File: src/rtl/ddr_multiport_burst_arbiter_if.sv
// Client-side and DDR-controller-side burst signals of the multiport arbiter.
// slave = arbiter view, master = clients plus controller view.
interface ddr_multiport_burst_arbiter_if #(
  parameter int unsigned N_CH           = 4,
  parameter int unsigned DDR_DATA_WIDTH = 128,
  parameter int unsigned DDR_ADDR_WIDTH = 28,
  parameter int unsigned CLI_DATA_WIDTH = 32,
  parameter int unsigned LEN_WIDTH      = 10
) ();
  logic [N_CH-1:0]                cli_req;
  logic [N_CH-1:0]                cli_we;
  logic [N_CH*DDR_ADDR_WIDTH-1:0] cli_addr;
  logic [N_CH*LEN_WIDTH-1:0]      cli_len;
  logic [N_CH*CLI_DATA_WIDTH-1:0] cli_wr_data;
  logic [N_CH-1:0]                cli_gnt;
  logic [N_CH-1:0]                cli_wr_pull;
  logic [CLI_DATA_WIDTH-1:0]      cli_rd_data;
  logic [N_CH-1:0]                cli_rd_valid;
  logic [N_CH-1:0]                cli_done;
  logic [N_CH-1:0]                cli_err;
  logic                           rd_burst_req;
  logic                           wr_burst_req;
  logic [LEN_WIDTH-1:0]           rd_burst_len;
  logic [LEN_WIDTH-1:0]           wr_burst_len;
  logic [DDR_ADDR_WIDTH-1:0]      rd_burst_addr;
  logic [DDR_ADDR_WIDTH-1:0]      wr_burst_addr;
  logic                           rd_burst_data_valid;
  logic [DDR_DATA_WIDTH-1:0]      rd_burst_data;
  logic                           wr_burst_data_req;
  logic [DDR_DATA_WIDTH-1:0]      wr_burst_data;
  logic                           rd_burst_finish;
  logic                           wr_burst_finish;

  modport slave (
    input  cli_req, cli_we, cli_addr, cli_len, cli_wr_data,
           rd_burst_data_valid, rd_burst_data, wr_burst_data_req,
           rd_burst_finish, wr_burst_finish,
    output cli_gnt, cli_wr_pull, cli_rd_data, cli_rd_valid, cli_done, cli_err,
           rd_burst_req, wr_burst_req, rd_burst_len, wr_burst_len,
           rd_burst_addr, wr_burst_addr, wr_burst_data
  );

  modport master (
    output cli_req, cli_we, cli_addr, cli_len, cli_wr_data,
           rd_burst_data_valid, rd_burst_data, wr_burst_data_req,
           rd_burst_finish, wr_burst_finish,
    input  cli_gnt, cli_wr_pull, cli_rd_data, cli_rd_valid, cli_done, cli_err,
           rd_burst_req, wr_burst_req, rd_burst_len, wr_burst_len,
           rd_burst_addr, wr_burst_addr, wr_burst_data
  );
endinterface

File: src/rtl/ddr_multiport_burst_arbiter.sv
// Round-robin arbiter multiplexing N_CH cache/DMA clients onto one DDR
// controller burst port; reads stream back to the owner, writes are pulled per beat.
module ddr_multiport_burst_arbiter #(
  parameter int unsigned N_CH           = 4,
  parameter int unsigned DDR_DATA_WIDTH = 128,
  parameter int unsigned DDR_ADDR_WIDTH = 28,
  parameter int unsigned CLI_DATA_WIDTH = 32,
  parameter int unsigned LEN_WIDTH      = 10
) (
  input logic                          mem_clk,
  input logic                          rst,
  ddr_multiport_burst_arbiter_if.slave bus
);
  localparam int unsigned IW = (N_CH > 1) ? $clog2(N_CH) : 1;
  localparam int unsigned CW = LEN_WIDTH + 1;

  typedef enum logic [2:0] {IDLE, ISSUE_RD, ISSUE_WR, RUN_RD, RUN_WR, DONE} state_t;
  state_t r_state, w_next;

  logic [IW-1:0]             r_rr, r_owner, w_pick;
  logic                      w_any;
  logic                      r_we;
  logic [DDR_ADDR_WIDTH-1:0] r_addr;
  logic [LEN_WIDTH-1:0]      r_len;
  logic [CW-1:0]             r_cnt, w_cnt_final;
  logic [N_CH-1:0]           w_owner_oh, w_pull;
  logic [N_CH-1:0]           r_gnt, r_rd_valid, r_done, r_err;
  logic [CLI_DATA_WIDTH-1:0] r_rd_data;
  logic                      r_rd_req, r_wr_req;
  logic [LEN_WIDTH-1:0]      r_rd_len, r_wr_len;
  logic [DDR_ADDR_WIDTH-1:0] r_rd_addr, r_wr_addr;
  logic [DDR_DATA_WIDTH-1:0] r_wr_data;
  logic                      w_beat;

  // First requester at or after the round-robin pointer, wrapping modulo N_CH.
  always_comb begin
    w_any  = 1'b0;
    w_pick = '0;
    for (int unsigned i = 0; i < N_CH; i++) begin
      if (!w_any && bus.cli_req[(32'(r_rr) + i) % N_CH]) begin
        w_any  = 1'b1;
        w_pick = IW'((32'(r_rr) + i) % N_CH);
      end
    end
  end

  always_comb begin
    w_owner_oh          = '0;
    w_owner_oh[r_owner] = 1'b1;
  end

  assign w_pull      = (r_state == RUN_WR && bus.wr_burst_data_req) ? w_owner_oh : '0;
  assign w_beat      = (r_state == RUN_RD) ? bus.rd_burst_data_valid : bus.wr_burst_data_req;
  assign w_cnt_final = r_cnt + CW'(w_beat);

  always_ff @(posedge mem_clk or posedge rst) begin
    if (rst) r_state <= IDLE;
    else     r_state <= w_next;
  end

  // A zero-length request still passes through ISSUE so the grant and done
  // pulses keep their usual spacing, but no controller request is raised.
  always_comb begin
    w_next = r_state;
    case (r_state)
      IDLE:     if (w_any) w_next = bus.cli_we[w_pick] ? ISSUE_WR : ISSUE_RD;
      ISSUE_RD: w_next = (r_len == '0) ? DONE : RUN_RD;
      ISSUE_WR: w_next = (r_len == '0) ? DONE : RUN_WR;
      RUN_RD:   if (bus.rd_burst_finish) w_next = DONE;
      RUN_WR:   if (bus.wr_burst_finish) w_next = DONE;
      DONE:     w_next = IDLE;
      default:  w_next = IDLE;
    endcase
  end

  always_ff @(posedge mem_clk or posedge rst) begin
    if (rst) begin
      r_rr       <= '0;
      r_owner    <= '0;
      r_we       <= 1'b0;
      r_addr     <= '0;
      r_len      <= '0;
      r_cnt      <= '0;
      r_gnt      <= '0;
      r_rd_valid <= '0;
      r_done     <= '0;
      r_err      <= '0;
      r_rd_data  <= '0;
      r_rd_req   <= 1'b0;
      r_wr_req   <= 1'b0;
      r_rd_len   <= '0;
      r_wr_len   <= '0;
      r_rd_addr  <= '0;
      r_wr_addr  <= '0;
      r_wr_data  <= '0;
    end else begin
      r_gnt      <= '0;
      r_rd_valid <= '0;
      r_done     <= '0;
      if (r_state != RUN_WR) r_wr_data <= '0;
      case (r_state)
        IDLE: if (w_any) begin
          r_owner       <= w_pick;
          r_we          <= bus.cli_we[w_pick];
          r_addr        <= bus.cli_addr[w_pick*DDR_ADDR_WIDTH +: DDR_ADDR_WIDTH];
          r_len         <= bus.cli_len[w_pick*LEN_WIDTH +: LEN_WIDTH];
          r_gnt[w_pick] <= 1'b1;
        end
        ISSUE_RD: begin
          r_cnt <= '0;
          if (r_len != '0) begin
            r_rd_req  <= 1'b1;
            r_rd_len  <= r_len;
            r_rd_addr <= r_addr;
          end
        end
        ISSUE_WR: begin
          r_cnt <= '0;
          if (r_len != '0) begin
            r_wr_req  <= 1'b1;
            r_wr_len  <= r_len;
            r_wr_addr <= r_addr;
          end
        end
        RUN_RD: begin
          if (bus.rd_burst_data_valid) begin
            r_rd_data  <= bus.rd_burst_data[CLI_DATA_WIDTH-1:0];
            r_rd_valid <= w_owner_oh;
            r_cnt      <= w_cnt_final;
          end
          if (bus.rd_burst_finish) begin
            r_rd_req  <= 1'b0;
            r_rd_len  <= '0;
            r_rd_addr <= '0;
            if (w_cnt_final != CW'(r_len)) r_err[r_owner] <= 1'b1;
          end
        end
        RUN_WR: begin
          if (bus.wr_burst_data_req) begin
            r_wr_data <= DDR_DATA_WIDTH'(bus.cli_wr_data[r_owner*CLI_DATA_WIDTH +: CLI_DATA_WIDTH]);
            r_cnt     <= w_cnt_final;
          end
          if (bus.wr_burst_finish) begin
            r_wr_req  <= 1'b0;
            r_wr_len  <= '0;
            r_wr_addr <= '0;
            if (w_cnt_final != CW'(r_len)) r_err[r_owner] <= 1'b1;
          end
        end
        DONE: begin
          r_done[r_owner] <= 1'b1;
          r_rr            <= (r_owner == IW'(N_CH - 1)) ? '0 : r_owner + IW'(1);
        end
        default: ;
      endcase
    end
  end

  assign bus.cli_gnt       = r_gnt;
  assign bus.cli_wr_pull   = w_pull;
  assign bus.cli_rd_data   = r_rd_data;
  assign bus.cli_rd_valid  = r_rd_valid;
  assign bus.cli_done      = r_done;
  assign bus.cli_err       = r_err;
  assign bus.rd_burst_req  = r_rd_req;
  assign bus.wr_burst_req  = r_wr_req;
  assign bus.rd_burst_len  = r_rd_len;
  assign bus.wr_burst_len  = r_wr_len;
  assign bus.rd_burst_addr = r_rd_addr;
  assign bus.wr_burst_addr = r_wr_addr;
  assign bus.wr_burst_data = r_wr_data;
endmodule
File: src/flat_wrapper.sv
// flat-port wrapper written by rule: the top's interface ports become plain ports
module ddr_multiport_burst_arbiter_flat 
#(
  parameter int unsigned N_CH           = 4,
  parameter int unsigned DDR_DATA_WIDTH = 128,
  parameter int unsigned DDR_ADDR_WIDTH = 28,
  parameter int unsigned CLI_DATA_WIDTH = 32,
  parameter int unsigned LEN_WIDTH      = 10
)
  (mem_clk, rst, bus_cli_req, bus_cli_we, bus_cli_addr, bus_cli_len, bus_cli_wr_data, bus_rd_burst_data_valid, bus_rd_burst_data, bus_wr_burst_data_req, bus_rd_burst_finish, bus_wr_burst_finish, bus_cli_gnt, bus_cli_wr_pull, bus_cli_rd_data, bus_cli_rd_valid, bus_cli_done, bus_cli_err, bus_rd_burst_req, bus_wr_burst_req, bus_rd_burst_len, bus_wr_burst_len, bus_rd_burst_addr, bus_wr_burst_addr, bus_wr_burst_data);
  ddr_multiport_burst_arbiter_if #(.N_CH(N_CH), .DDR_DATA_WIDTH(DDR_DATA_WIDTH), .DDR_ADDR_WIDTH(DDR_ADDR_WIDTH), .CLI_DATA_WIDTH(CLI_DATA_WIDTH), .LEN_WIDTH(LEN_WIDTH)) bus_i ();
  input logic mem_clk;
  input logic rst;
  input wire logic [$bits(bus_i.cli_req)-1:0] bus_cli_req;
  input wire logic [$bits(bus_i.cli_we)-1:0] bus_cli_we;
  input wire logic [$bits(bus_i.cli_addr)-1:0] bus_cli_addr;
  input wire logic [$bits(bus_i.cli_len)-1:0] bus_cli_len;
  input wire logic [$bits(bus_i.cli_wr_data)-1:0] bus_cli_wr_data;
  input wire logic [$bits(bus_i.rd_burst_data_valid)-1:0] bus_rd_burst_data_valid;
  input wire logic [$bits(bus_i.rd_burst_data)-1:0] bus_rd_burst_data;
  input wire logic [$bits(bus_i.wr_burst_data_req)-1:0] bus_wr_burst_data_req;
  input wire logic [$bits(bus_i.rd_burst_finish)-1:0] bus_rd_burst_finish;
  input wire logic [$bits(bus_i.wr_burst_finish)-1:0] bus_wr_burst_finish;
  output wire logic [$bits(bus_i.cli_gnt)-1:0] bus_cli_gnt;
  output wire logic [$bits(bus_i.cli_wr_pull)-1:0] bus_cli_wr_pull;
  output wire logic [$bits(bus_i.cli_rd_data)-1:0] bus_cli_rd_data;
  output wire logic [$bits(bus_i.cli_rd_valid)-1:0] bus_cli_rd_valid;
  output wire logic [$bits(bus_i.cli_done)-1:0] bus_cli_done;
  output wire logic [$bits(bus_i.cli_err)-1:0] bus_cli_err;
  output wire logic [$bits(bus_i.rd_burst_req)-1:0] bus_rd_burst_req;
  output wire logic [$bits(bus_i.wr_burst_req)-1:0] bus_wr_burst_req;
  output wire logic [$bits(bus_i.rd_burst_len)-1:0] bus_rd_burst_len;
  output wire logic [$bits(bus_i.wr_burst_len)-1:0] bus_wr_burst_len;
  output wire logic [$bits(bus_i.rd_burst_addr)-1:0] bus_rd_burst_addr;
  output wire logic [$bits(bus_i.wr_burst_addr)-1:0] bus_wr_burst_addr;
  output wire logic [$bits(bus_i.wr_burst_data)-1:0] bus_wr_burst_data;
  assign bus_i.cli_req = bus_cli_req;
  assign bus_i.cli_we = bus_cli_we;
  assign bus_i.cli_addr = bus_cli_addr;
  assign bus_i.cli_len = bus_cli_len;
  assign bus_i.cli_wr_data = bus_cli_wr_data;
  assign bus_i.rd_burst_data_valid = bus_rd_burst_data_valid;
  assign bus_i.rd_burst_data = bus_rd_burst_data;
  assign bus_i.wr_burst_data_req = bus_wr_burst_data_req;
  assign bus_i.rd_burst_finish = bus_rd_burst_finish;
  assign bus_i.wr_burst_finish = bus_wr_burst_finish;
  assign bus_cli_gnt = bus_i.cli_gnt;
  assign bus_cli_wr_pull = bus_i.cli_wr_pull;
  assign bus_cli_rd_data = bus_i.cli_rd_data;
  assign bus_cli_rd_valid = bus_i.cli_rd_valid;
  assign bus_cli_done = bus_i.cli_done;
  assign bus_cli_err = bus_i.cli_err;
  assign bus_rd_burst_req = bus_i.rd_burst_req;
  assign bus_wr_burst_req = bus_i.wr_burst_req;
  assign bus_rd_burst_len = bus_i.rd_burst_len;
  assign bus_wr_burst_len = bus_i.wr_burst_len;
  assign bus_rd_burst_addr = bus_i.rd_burst_addr;
  assign bus_wr_burst_addr = bus_i.wr_burst_addr;
  assign bus_wr_burst_data = bus_i.wr_burst_data;
  ddr_multiport_burst_arbiter #(.N_CH(N_CH), .DDR_DATA_WIDTH(DDR_DATA_WIDTH), .DDR_ADDR_WIDTH(DDR_ADDR_WIDTH), .CLI_DATA_WIDTH(CLI_DATA_WIDTH), .LEN_WIDTH(LEN_WIDTH)) u_core (.mem_clk(mem_clk), .rst(rst), .bus(bus_i));
endmodule
File: config.mk
export PLATFORM = sky130hd
export DESIGN_NAME = ddr_multiport_burst_arbiter_flat
export DESIGN_NICKNAME = d
export VERILOG_FILES = /design/src/rtl/ddr_multiport_burst_arbiter_if.sv /design/src/rtl/ddr_multiport_burst_arbiter.sv /design/src/flat_wrapper.sv
export SDC_FILE = /design/constraint.sdc
export NUM_CORES = 1
export LEC_CHECK = 0
export BUFFER_PORTS_ARGS = -buffer_cell sky130_fd_sc_hd__buf_2
export CAP_MARGIN = 20
export CORE_AREA = 4 4 266 268
export DETAILED_ROUTE_END_ITERATION = 10
export DIE_AREA = 0 0 270 272
export PLACE_DENSITY_LB_ADDON = 0.15
export SYNTH_ARGS = -nofsm -noshare
export SYNTH_HDL_FRONTEND = slang
export SYNTH_SLANG_ARGS = --single-unit
File: constraint.sdc
create_clock -name mem_clk -period 13.8 [get_ports mem_clk]
set_input_delay 2.07 -clock mem_clk [delete_from_list [all_inputs] [get_ports mem_clk]]
set_output_delay 2.07 -clock mem_clk [all_outputs]
set_load 0.01 [all_outputs]
==> results.txt, run 1 <==
----------------------------------------------------
[Floorplanning]
  Die Height ... approximately 270 um
  Area enclosed by the die boundary ... 73,400 sq um
  IO Pins ... just under 700
  Width of the die ... 270 um
  Initial Utilization ... between 20% and 30%
  Row Count ... 96
  Total core area ... 68,300 sq um

[Worst setup path]
  CP delay by family, top ... buffers and inverters
  Slowest cell on crit path ... sky130_fd_sc_hd__buf_4
  CP required ... approximately 12,000 ps
  Critical-path cell list ... buf_2, buf_4, and3_1, buf_2
  Worst setup EP type ... primary output
  Number of cells on the critical path ... 4
  Combined buffer and inverter count along the critical path ... 3
  Register-to-Register Path Depth ... 12
  Worst-path fanout max ... 39
  Stage delay of the slowest cell on the critical path ... 520 ps
  Worst Path Arrival ... 3130 ps
  Startpoint types ... input pin
  Critical setup path kind ... input pin to primary output
  Cell repeated most along the worst path ... sky130_fd_sc_hd__buf_2

[Global routing]
  Number of global-route vias before repair ... 12,000
  Congestion Overflow GR ... 0
  Antenna violations before repair ... 2
  Total global routing track utilization ... 13.7%
  Maximum number of pins on one net before global-route repair ... ~150
  Global-route wire length before repair ... just under 80,000 um

[Synthesis]
  Area of the mapped netlist ... about 14,000 sq um
  Count of state elements after synthesis ... between 300 and 400
  Post-synth top cells ... 310 x sky130_fd_sc_hd__dfrtp_1, 292 x sky130_fd_sc_hd__nand2_1, 98 x sky130_fd_sc_hd__and2_1
  Top post-synthesis cells by area ... sky130_fd_sc_hd__dfrtp_1 56%, sky130_fd_sc_hd__nand2_1 8.0%, sky130_fd_sc_hd__mux4_2 5.2%
  Most frequently used cell type in the post-synthesis netlist ... sky130_fd_sc_hd__dfrtp_1
  Synthesized instance count ... 1,269
  Syn. warnings ... 0
  Net count after synthesis ... 1,697
  Cell taking the most area after synthesis ... sky130_fd_sc_hd__dfrtp_1
  Sequential fraction of the synthesis area ... between 50% and 60%
  Share of the synthesized area in the top cell type ... 56.3%
  Async SR Flop Fraction ... between 90% and 100%
  Post-synth cell types ... 54
  EDFF count, synth ... 0
  Avg Cell Area, Syn ... between 10 and 15 sq um
  Synth Flop Type ... sky130_fd_sc_hd__dfrtp_1

[Detailed routing]
  Remaining antenna violation count after routing ... 0
  Number of design-rule violations left by the first detailed-router iteration ... 518
  Avg WL per Cell ... 19.1 um
  Vias after detailed routing ... 11,500
  DR DRC count ... 0
  Total wirelength of the detailed-routed design ... approximately 52,000 um
  Router iterations before antenna repair ... 5
  Via/cell ratio ... 4.22

[Timing]
  Worst slew margin relative to its limit ... just over 30%
  Number of failing setup endpoints in the final timing report ... 0
  Slew Limit Fails ... 0
  Post-layout minimum cycle time ... ~5200 ps
  Setup TNS ... 0 ps
  Final Hold Vio Count ... 0
  Largest clock skew in the final design ... around 23 ps
  WHS ... 461 ps
  Actual slew at the worst max-slew pin ... roughly 1000 ps
  Unrepaired setup endpoints after global routing ... no
  Maximum achievable frequency ... between 0.15 and 0.2 GHz
  Fraction of the cycle the final worst path needs ... 37.7%

[Power and ir drop]
  Switching portion of total power ... between 30 and 40%
  Total design power ... 3.70 mW
  Switching power ... around 1.4 mW
  Pint ... around 2.3 mW
  Cell Pwr Density ... between 150 and 200 nW/um^2
  Part of the total power dissipated in the clock network ... approximately 28%
  Logic pwr share ... a little over a third
  Part of the power in registers ... approximately 36%
  P_leak ... slightly below 10 nW
  Max IR drop VDD ... 80.8 uV

[Clock network]
  Clk slew on worst S/H paths ... around 50 ps
  Clock network latency to the later pin of the worst-skew pair ... approximately 560 ps
  Number of gates given a new drive strength after cts ... 0
  Clock tree from TritonCTS ... built
  Quantity of hold-fixing buffers added after cts ... 0
  CTS H-tree depth ... 2
  Buffer type at the clock tree root ... sky130_fd_sc_hd__clkbuf_16
  Number of buffers created by CTS ... 40
  Clock sink count ... between 300 and 400
  Count of buffers added by post-CTS timing repair for setup ... 0
  Maximum buffer depth of the clock tree ... 3

[Final layout]
  Post-layout nets ... approximately 2,200
  Area Growth Syn to Fin ... 37.2%
  Number of diodes added for antenna fixing ... 0
  Share of layout cells above drive strength 1 ... between 40% and 50%

[Hold path]
  Cell count of the worst hold path ... 1
  Classification of the worst-slack hold path ... flip-flop to flip-flop

[Place]
  Detailed placer's ending HPWL ... 38,600 um
  Quantity of I/O buffers inserted on ports ... roughly 600
  GPL Wtd Cong ... between 0.8 and 0.9

[Job]
  Number of maximum-capacitance violations ... 0

[Status]
  Status ... finished clean

----------------------------------------------------
[area by class of cell]
cell class	count	area, sq um
Clock buffer	58	1120
Clock inverter	14	188
Fill cell	7282	49400
Inverter	7	33.8
Multi-Input combinational cell	860	5630
Sequential cell	310	7760
Tap cell	882	1100
Timing Repair Buffer	599	3060
[routing by layer]
metal / GRT usage, % / vias up / routed length (um)
met1: 18.2 / 5578 / 23100
met3: 4.47 / 67 / 4100
met4: 3.62 / 0 / 1190
li1: - / 5484 / -
met2: 21.6 / 382 / 23700
met5: 0 / - / 0
[power by group through the flow]
stage	Sequential (mW)	Clock, mW	Combinational [mW]
after detailed placement	1.37	0	1.34
after CTS	1.36	1.10	1.34
after floorplan	1.35	0	0.792
after global routing	1.36	1.13	1.48
after global placement	1.36	0	1.33
final	1.33	1.04	1.33
[state kept, by name, indices dropped and copies added, names as in the netlist]
name                      count
u_core.bus.cli_done           4
u_core.bus.cli_err            4
u_core.r_cnt                 11
u_core.bus.wr_burst_len      10
u_core.bus.cli_rd_valid       4
u_core.bus.wr_burst_data    128
u_core.r_rr                   2
u_core.bus.cli_rd_data       32
u_core.r_len                 10
u_core.bus.cli_gnt            4
u_core.r_addr                28
u_core.r_owner                2
u_core.bus.rd_burst_addr     28
u_core.bus.rd_burst_req       1
u_core.r_state                3
u_core.bus.wr_burst_req       1
u_core.bus.wr_burst_addr     28
u_core.bus.rd_burst_len      10
[layout by cell type (no fill, tap or decap), types with 5 or more instances in the layout]
master / count
sky130_fd_sc_hd__clkbuf_8: 5
sky130_fd_sc_hd__nand2_1: 290
sky130_fd_sc_hd__nor2b_1: 5
sky130_fd_sc_hd__and2_1: 98
sky130_fd_sc_hd__nor2_1: 44
sky130_fd_sc_hd__clkbuf_1: 13
sky130_fd_sc_hd__dfrtp_1: 309
sky130_fd_sc_hd__mux2i_1: 33
sky130_fd_sc_hd__o21ai_0: 45
sky130_fd_sc_hd__mux2_2: 33
sky130_fd_sc_hd__ha_1: 6
sky130_fd_sc_hd__o21ai_1: 11
sky130_fd_sc_hd__o31ai_1: 42
sky130_fd_sc_hd__inv_1: 6
sky130_fd_sc_hd__xnor2_1: 8
sky130_fd_sc_hd__mux4_2: 32
sky130_fd_sc_hd__and3_1: 89
sky130_fd_sc_hd__buf_4: 14
sky130_fd_sc_hd__nor3_1: 7
sky130_fd_sc_hd__clkbuf_16: 40
sky130_fd_sc_hd__buf_2: 583
sky130_fd_sc_hd__a21oi_1: 11
sky130_fd_sc_hd__a22o_1: 40
sky130_fd_sc_hd__clkinv_2: 5
[worst register-to-register path, stage by stage, from the launching register on]
cell,delay (ps)
sky130_fd_sc_hd__dfrtp_1,700
sky130_fd_sc_hd__nor2b_1,260
sky130_fd_sc_hd__and2_1,360
sky130_fd_sc_hd__nand2_2,590
sky130_fd_sc_hd__nand2_1,230
sky130_fd_sc_hd__ha_1,260
sky130_fd_sc_hd__ha_1,320
sky130_fd_sc_hd__nand4_1,170
sky130_fd_sc_hd__nor3_1,260
sky130_fd_sc_hd__xnor2_1,170
sky130_fd_sc_hd__nand4_1,110
sky130_fd_sc_hd__or4_4,490
sky130_fd_sc_hd__a31o_1,240
[logic make-up (layout without fill, tap and decap cells)]
group | count (synthesis) | after routing | synth area share (%)
xor+xnor | 12 | 12 | 0.763
simple gates | 570 | 570 | 20.1
buf+inv | 99 | 678 | 3.24
fa+ha+maj | 6 | 6 | 0.545
mux | 98 | 98 | 10.3
flops | 310 | 310 | 56.3
compound gates | 174 | 174 | 8.75
[through the flow]
stage	instance area, sq um	std cells	setup WS (ps)	util [%]
4_1_cts	18900	2729	8560	27.6
3_3_place_gp	17600	2657	8580	25.7
3_5_place_dp	17600	2657	8570	25.7
2_1_floorplan	13800	1269	3160	-
6_report	18900	2730	8600	27.6
5_1_grt	18900	2730	8530	27.6
[path summary, 6_finish.rpt]
kind	to	start	slack [ps]
worst min register to register	u_core.bus.cli_err[3]$_DFFE_PP0P_	u_core.bus.cli_err[3]$_DFFE_PP0P_	460
worst max register to register	u_core.bus.cli_err[1]$_DFFE_PP0P_	u_core.r_state[0]$_DFFE_PP0P_	9530
worst min-delay path	u_core.bus.cli_err[3]$_DFFE_PP0P_	u_core.bus.cli_err[3]$_DFFE_PP0P_	460
min in group asynchronous	u_core.bus.wr_burst_data[83]$_DFF_PP0_	rst	1660
max in group asynchronous	u_core.r_addr[13]$_DFFE_PP0P_	rst	10720
worst max-delay path	bus_cli_wr_pull[0]	bus_wr_burst_data_req	8600
No activity file was read; power rests on OpenSTA's default activity.
==> run 2: changes to the inputs <==
--- a/config.mk
+++ b/config.mk
@@ -5,11 +5,12 @@
 export SDC_FILE = /design/constraint.sdc
 export NUM_CORES = 1
 export LEC_CHECK = 0
+export ABC_AREA = 1
 export BUFFER_PORTS_ARGS = -buffer_cell sky130_fd_sc_hd__buf_2
 export CAP_MARGIN = 20
-export CORE_AREA = 4 4 266 268
+export CORE_AREA = 4 4 260 262
 export DETAILED_ROUTE_END_ITERATION = 10
-export DIE_AREA = 0 0 270 272
+export DIE_AREA = 0 0 264 266
 export PLACE_DENSITY_LB_ADDON = 0.15
 export SYNTH_ARGS = -nofsm -noshare
 export SYNTH_HDL_FRONTEND = slang
==> constraint.sdc (replaced) <==
create_clock -name mem_clk -period 4.9 [get_ports mem_clk]
set_input_delay 0.735 -clock mem_clk [delete_from_list [all_inputs] [get_ports mem_clk]]
set_output_delay 0.735 -clock mem_clk [all_outputs]
set_load 0.01 [all_outputs]
==> results.txt, run 2 <==
----------------------------------------------------
[Status]
  Status ... finished clean (unchanged)

[Power and ir drop]
  Cell Pwr Density ... 607 nW/um^2 (was 196 nW/um^2)
  Part of the total power dissipated in the clock network ... 25.2% (was 28.1%)
  Part of the power in registers ... 29.9% (was 36.0%)
  Switching power ... 5.05 mW (was 1.38 mW)
  Logic pwr share ... 44.9% (was 35.9%)
  Max IR drop VDD ... 327 uV (was 80.8 uV)
  Total design power ... 11.6 mW (was 3.70 mW)
  P_leak ... 9.90 nW (was 9.91 nW)
  Switching portion of total power ... 43.6% (was 37.4%)
  Pint ... 6.53 mW (was 2.32 mW)

[Place]
  GPL Wtd Cong ... 0.869 (was 0.830)
  Detailed placer's ending HPWL ... 40,200 um (was 38,600 um)
  Quantity of I/O buffers inserted on ports ... 583 (unchanged)

[Clock network]
  Clock network latency to the later pin of the worst-skew pair ... 550 ps (was 560 ps)
  Clk slew on worst S/H paths ... 60 ps (was 50 ps)
  Maximum buffer depth of the clock tree ... 3 (unchanged)
  Number of gates given a new drive strength after cts ... 0 (unchanged)
  Number of buffers created by CTS ... 38 (was 40)
  Buffer type at the clock tree root ... sky130_fd_sc_hd__clkbuf_16 (unchanged)
  Quantity of hold-fixing buffers added after cts ... 0 (unchanged)
  Clock sink count ... 310 (unchanged)
  Count of buffers added by post-CTS timing repair for setup ... 0 (unchanged)
  Clock tree from TritonCTS ... built (unchanged)
  CTS H-tree depth ... 2 (unchanged)

[Worst setup path]
  Worst Path Arrival ... 3780 ps (was 3130 ps)
  Slowest cell on crit path ... sky130_fd_sc_hd__inv_2 (was sky130_fd_sc_hd__buf_4)
  Critical path launch point ... u_core.r_rr[0]$_DFFE_PP0N_ (was bus_wr_burst_data_req)
  Stage delay of the slowest cell on the critical path ... 780 ps (was 520 ps)
  Cell repeated most along the worst path ... sky130_fd_sc_hd__nand2_1 (was sky130_fd_sc_hd__buf_2)
  Startpoint types ... flip-flop (was input pin)
  Worst setup EP type ... flip-flop (was primary output)
  Worst-path fanout max ... 45 (was 39)
  Critical-path cell list ... inv_4, nand2_1, nand3_1, nand2_2, inv_1, nand3_1, nand3_4, inv_2, nand2_1, nand2_1, nand2_1, nand3_1, nand2_1, o21ai_1 (was buf_2, buf_4, and3_1, buf_2)
  Register-to-Register Path Depth ... 14 (was 12)
  Combined buffer and inverter count along the critical path ... 3 (unchanged)
  Slack of the worst reg-to-reg path ... 1580 ps (was 9530 ps)
  CP required ... 5370 ps (was 11,730 ps)
  Beginning of the worst register-to-register path ... u_core.r_rr[0]$_DFFE_PP0N_ (was u_core.r_state[0]$_DFFE_PP0P_)
  Endpoint of the worst register-to-register path ... u_core.r_addr[10]$_DFFE_PP0P_ (was u_core.bus.cli_err[1]$_DFFE_PP0P_)
  Critical setup path kind ... flip-flop to flip-flop (was input pin to primary output)
  CP delay by family, top ... simple AND/OR/NAND/NOR gates (was buffers and inverters)

[Detailed routing]
  DR DRC count ... 0 (unchanged)
  Total wirelength of the detailed-routed design ... 54,700 um (was 52,200 um)
  Number of design-rule violations left by the first detailed-router iteration ... 751 (was 518)
  Remaining antenna violation count after routing ... 0 (unchanged)
  Router iterations before antenna repair ... 5 (unchanged)
  Via/cell ratio ... 4.19 (was 4.22)
  Vias after detailed routing ... 13,100 (was 11,500)
  Avg WL per Cell ... 17.5 um (was 19.1 um)

[Synthesis]
  Cell taking the most area after synthesis ... sky130_fd_sc_hd__dfrtp_1 (unchanged)
  Most frequently used cell type in the post-synthesis netlist ... sky130_fd_sc_hd__nand2_1 (was sky130_fd_sc_hd__dfrtp_1)
  Share of the synthesized area in the top cell type ... 55.4% (was 56.3%)
  Count of state elements after synthesis ... 310 (unchanged)
  Post-synth top cells ... 391 x sky130_fd_sc_hd__nand2_1, 310 x sky130_fd_sc_hd__dfrtp_1, 251 x sky130_fd_sc_hd__nor2_1 (was 310 x sky130_fd_sc_hd__dfrtp_1, 292 x sky130_fd_sc_hd__nand2_1, 98 x sky130_fd_sc_hd__and2_1)
  Top post-synthesis cells by area ... sky130_fd_sc_hd__dfrtp_1 55%, sky130_fd_sc_hd__nand2_1 10%, sky130_fd_sc_hd__o21ai_0 6.9% (was sky130_fd_sc_hd__dfrtp_1 56%, sky130_fd_sc_hd__nand2_1 8.0%, sky130_fd_sc_hd__mux4_2 5.2%)
  Syn. warnings ... 0 (unchanged)
  Avg Cell Area, Syn ... 8.29 sq um (was 10.9 sq um)
  Sequential fraction of the synthesis area ... 55.4% (was 56.3%)
  Area of the mapped netlist ... 14,000 sq um (was 13,800 sq um)
  Post-synth cell types ... 35 (was 54)
  Async SR Flop Fraction ... 100% (unchanged)
  Synthesized instance count ... 1,690 (was 1,269)
  Synth Flop Type ... sky130_fd_sc_hd__dfrtp_1 (unchanged)
  EDFF count, synth ... 0 (unchanged)
  Net count after synthesis ... 2,118 (was 1,697)

[Timing]
  Maximum achievable frequency ... 0.302 GHz
  Fraction of the cycle the final worst path needs ... 67.7%
  Setup TNS ... 0 ps (unchanged)
  Largest clock skew in the final design ... 19.5 ps (was 22.5 ps)
  Worst slew margin relative to its limit ... 33.6% (was 31.0%)
  Slew Limit Fails ... 0 (unchanged)
  Final Hold Vio Count ... 0 (unchanged)
  Unrepaired setup endpoints after global routing ... no (unchanged)
  Number of failing setup endpoints in the final timing report ... 0 (unchanged)
  Post-layout minimum cycle time ... around 3300 ps
  Actual slew at the worst max-slew pin ... 992 ps (was 1040 ps)

[Final layout]
  Flip-flop and latch area ... 7760 sq um (unchanged)
  Area Growth Syn to Fin ... 36.3% (was 37.2%)
  Flip-flop count of the largest register after layout ... 128 (unchanged)
  Most frequent cells in the layout ... 583 x sky130_fd_sc_hd__buf_2, 387 x sky130_fd_sc_hd__nand2_1, 309 x sky130_fd_sc_hd__dfrtp_1 (was 583 x sky130_fd_sc_hd__buf_2, 309 x sky130_fd_sc_hd__dfrtp_1, 290 x sky130_fd_sc_hd__nand2_1)
  Post-layout nets ... 2,664 (was 2,246)
  Area of the multi-input gates ... 5100 sq um (was 5630 sq um)
  Most common cell after layout, fill and taps aside ... sky130_fd_sc_hd__buf_2 (unchanged)
  Share of layout cells above drive strength 1 ... 31.8% (was 40.2%)
  Fill cell total of the finished layout ... 7,194 (was 7,282)

[Job]
  Number of maximum-capacitance violations ... 0 (unchanged)

[Floorplanning]
  Width of the die ... 264 um (was 270 um)
  Die Height ... 266 um (was 272 um)
  Total core area ... 65,400 sq um (was 68,300 sq um)
  Initial Utilization ... 21.4% (was 20.2%)
  IO Pins ... 680 (unchanged)
  Area enclosed by the die boundary ... 70,200 sq um (was 73,400 sq um)
  Row Count ... 94 (was 96)

[Global routing]
  Antenna violations before repair ... 5 (was 2)
  Maximum number of pins on one net before global-route repair ... 123 (was 147)
  Number of global-route vias before repair ... 13,300 (was 12,000)
  Global-route wire length before repair ... 82,300 um (was 78,200 um)
  Congestion Overflow GR ... 0 (unchanged)
  Total global routing track utilization ... 14.9% (was 13.7%)

[Hold path]
  Classification of the worst-slack hold path ... input pin to async pin (was flip-flop to flip-flop)

----------------------------------------------------
run 2: changes by cell type after synthesis, sizes merged, moves of 32 or more:
cell | before | now
a31oi | 0 | 32
nand3 | 6 | 109
a22o | 40 | 0
nor2 | 46 | 254
mux2i | 33 | 0
and2 | 100 | 1
mux4 | 32 | 0
and3 | 90 | 0
o31ai | 42 | 1
nand2 | 292 | 395
o21ai | 56 | 224
inv | 7 | 193
run 2: power groups by stage:
stage | clock network (mW) | logic (mW) | registers [mW]
floorplan | 0 | 3.32 | 3.66
global placement | 0 | 5.28 | 3.49
detailed placement | 0 | 5.26 | 3.50
CTS | 3.05 | 5.29 | 3.46
global route | 3.16 | 5.88 | 3.54
finish | 2.92 | 5.20 | 3.46
run 2: routing by layer:
| metal | track usage (%) | vias to the layer above | routed length [um] | share of wire [%] |
|---|---|---|---|---|
| li1 | - | 6421 | - | - |
| met1 | 20.4 | 6219 | 24600 | 45 |
| met5 | 0 | - | 0 | 0 |
| met3 | 4.24 | 66 | 3980 | 7.3 |
| met4 | 4.04 | 0 | 1320 | 2.4 |
| met2 | 23.4 | 422 | 24800 | 45 |
run 2: kinds of logic after synthesis:
family	Yosys count	share of synthesized area, %
multiplexers	32	2.57
AO/OA/AOI/OAI	267	9.97
buffers and inverters	287	8.37
adder cells (fa/ha/maj)	6	0.536
XOR/XNOR	10	0.625
AND/OR/NAND/NOR	778	22.6
flip-flops	310	55.4
run 2: how the worst max path moves through the flow:
stage	depth (start not counted)	endpoint	slack [ps]
after detailed placement	16	u_core.r_addr[19]$_DFFE_PP0P_	1350
final	14	u_core.r_addr[10]$_DFFE_PP0P_	1580
after global routing	14	u_core.r_addr[19]$_DFFE_PP0P_	1230
after CTS	14	u_core.r_addr[19]$_DFFE_PP0P_	1540
after floorplan	1	u_core.bus.cli_done[0]$_DFF_PP0_	40
after global placement	14	u_core.r_len[0]$_DFFE_PP0P_	1290
run 2: per-stage QoR:
step | utilization [%] | setup WS, ps | cell area (sq um) | instances | hold WS (ps)
after floorplan | - | 38.1 | 14000 | 1690 | 492
after CTS | 29.1 | 1540 | 19000 | 3125 | 340
after detailed placement | 27.1 | 1350 | 17700 | 3058 | 452
after global routing | 29.2 | 1230 | 19100 | 3129 | 384
after global placement | 27.1 | 1290 | 17700 | 3058 | 449
final | 29.2 | 1580 | 19100 | 3131 | 348
run 2: cell type report:
| cell class | count | area share (%) |
|---|---|---|
| Tap cell | 864 | 5.66 |
| Antenna cell | 4 | 0.0524 |
| Timing Repair Buffer | 600 | 16.3 |
| Multi-Input combinational cell | 1093 | 26.7 |
| Clock buffer | 51 | 5.71 |
| Inverter | 193 | 3.84 |
| Clock inverter | 16 | 1.10 |
| Sequential cell | 310 | 40.6 |
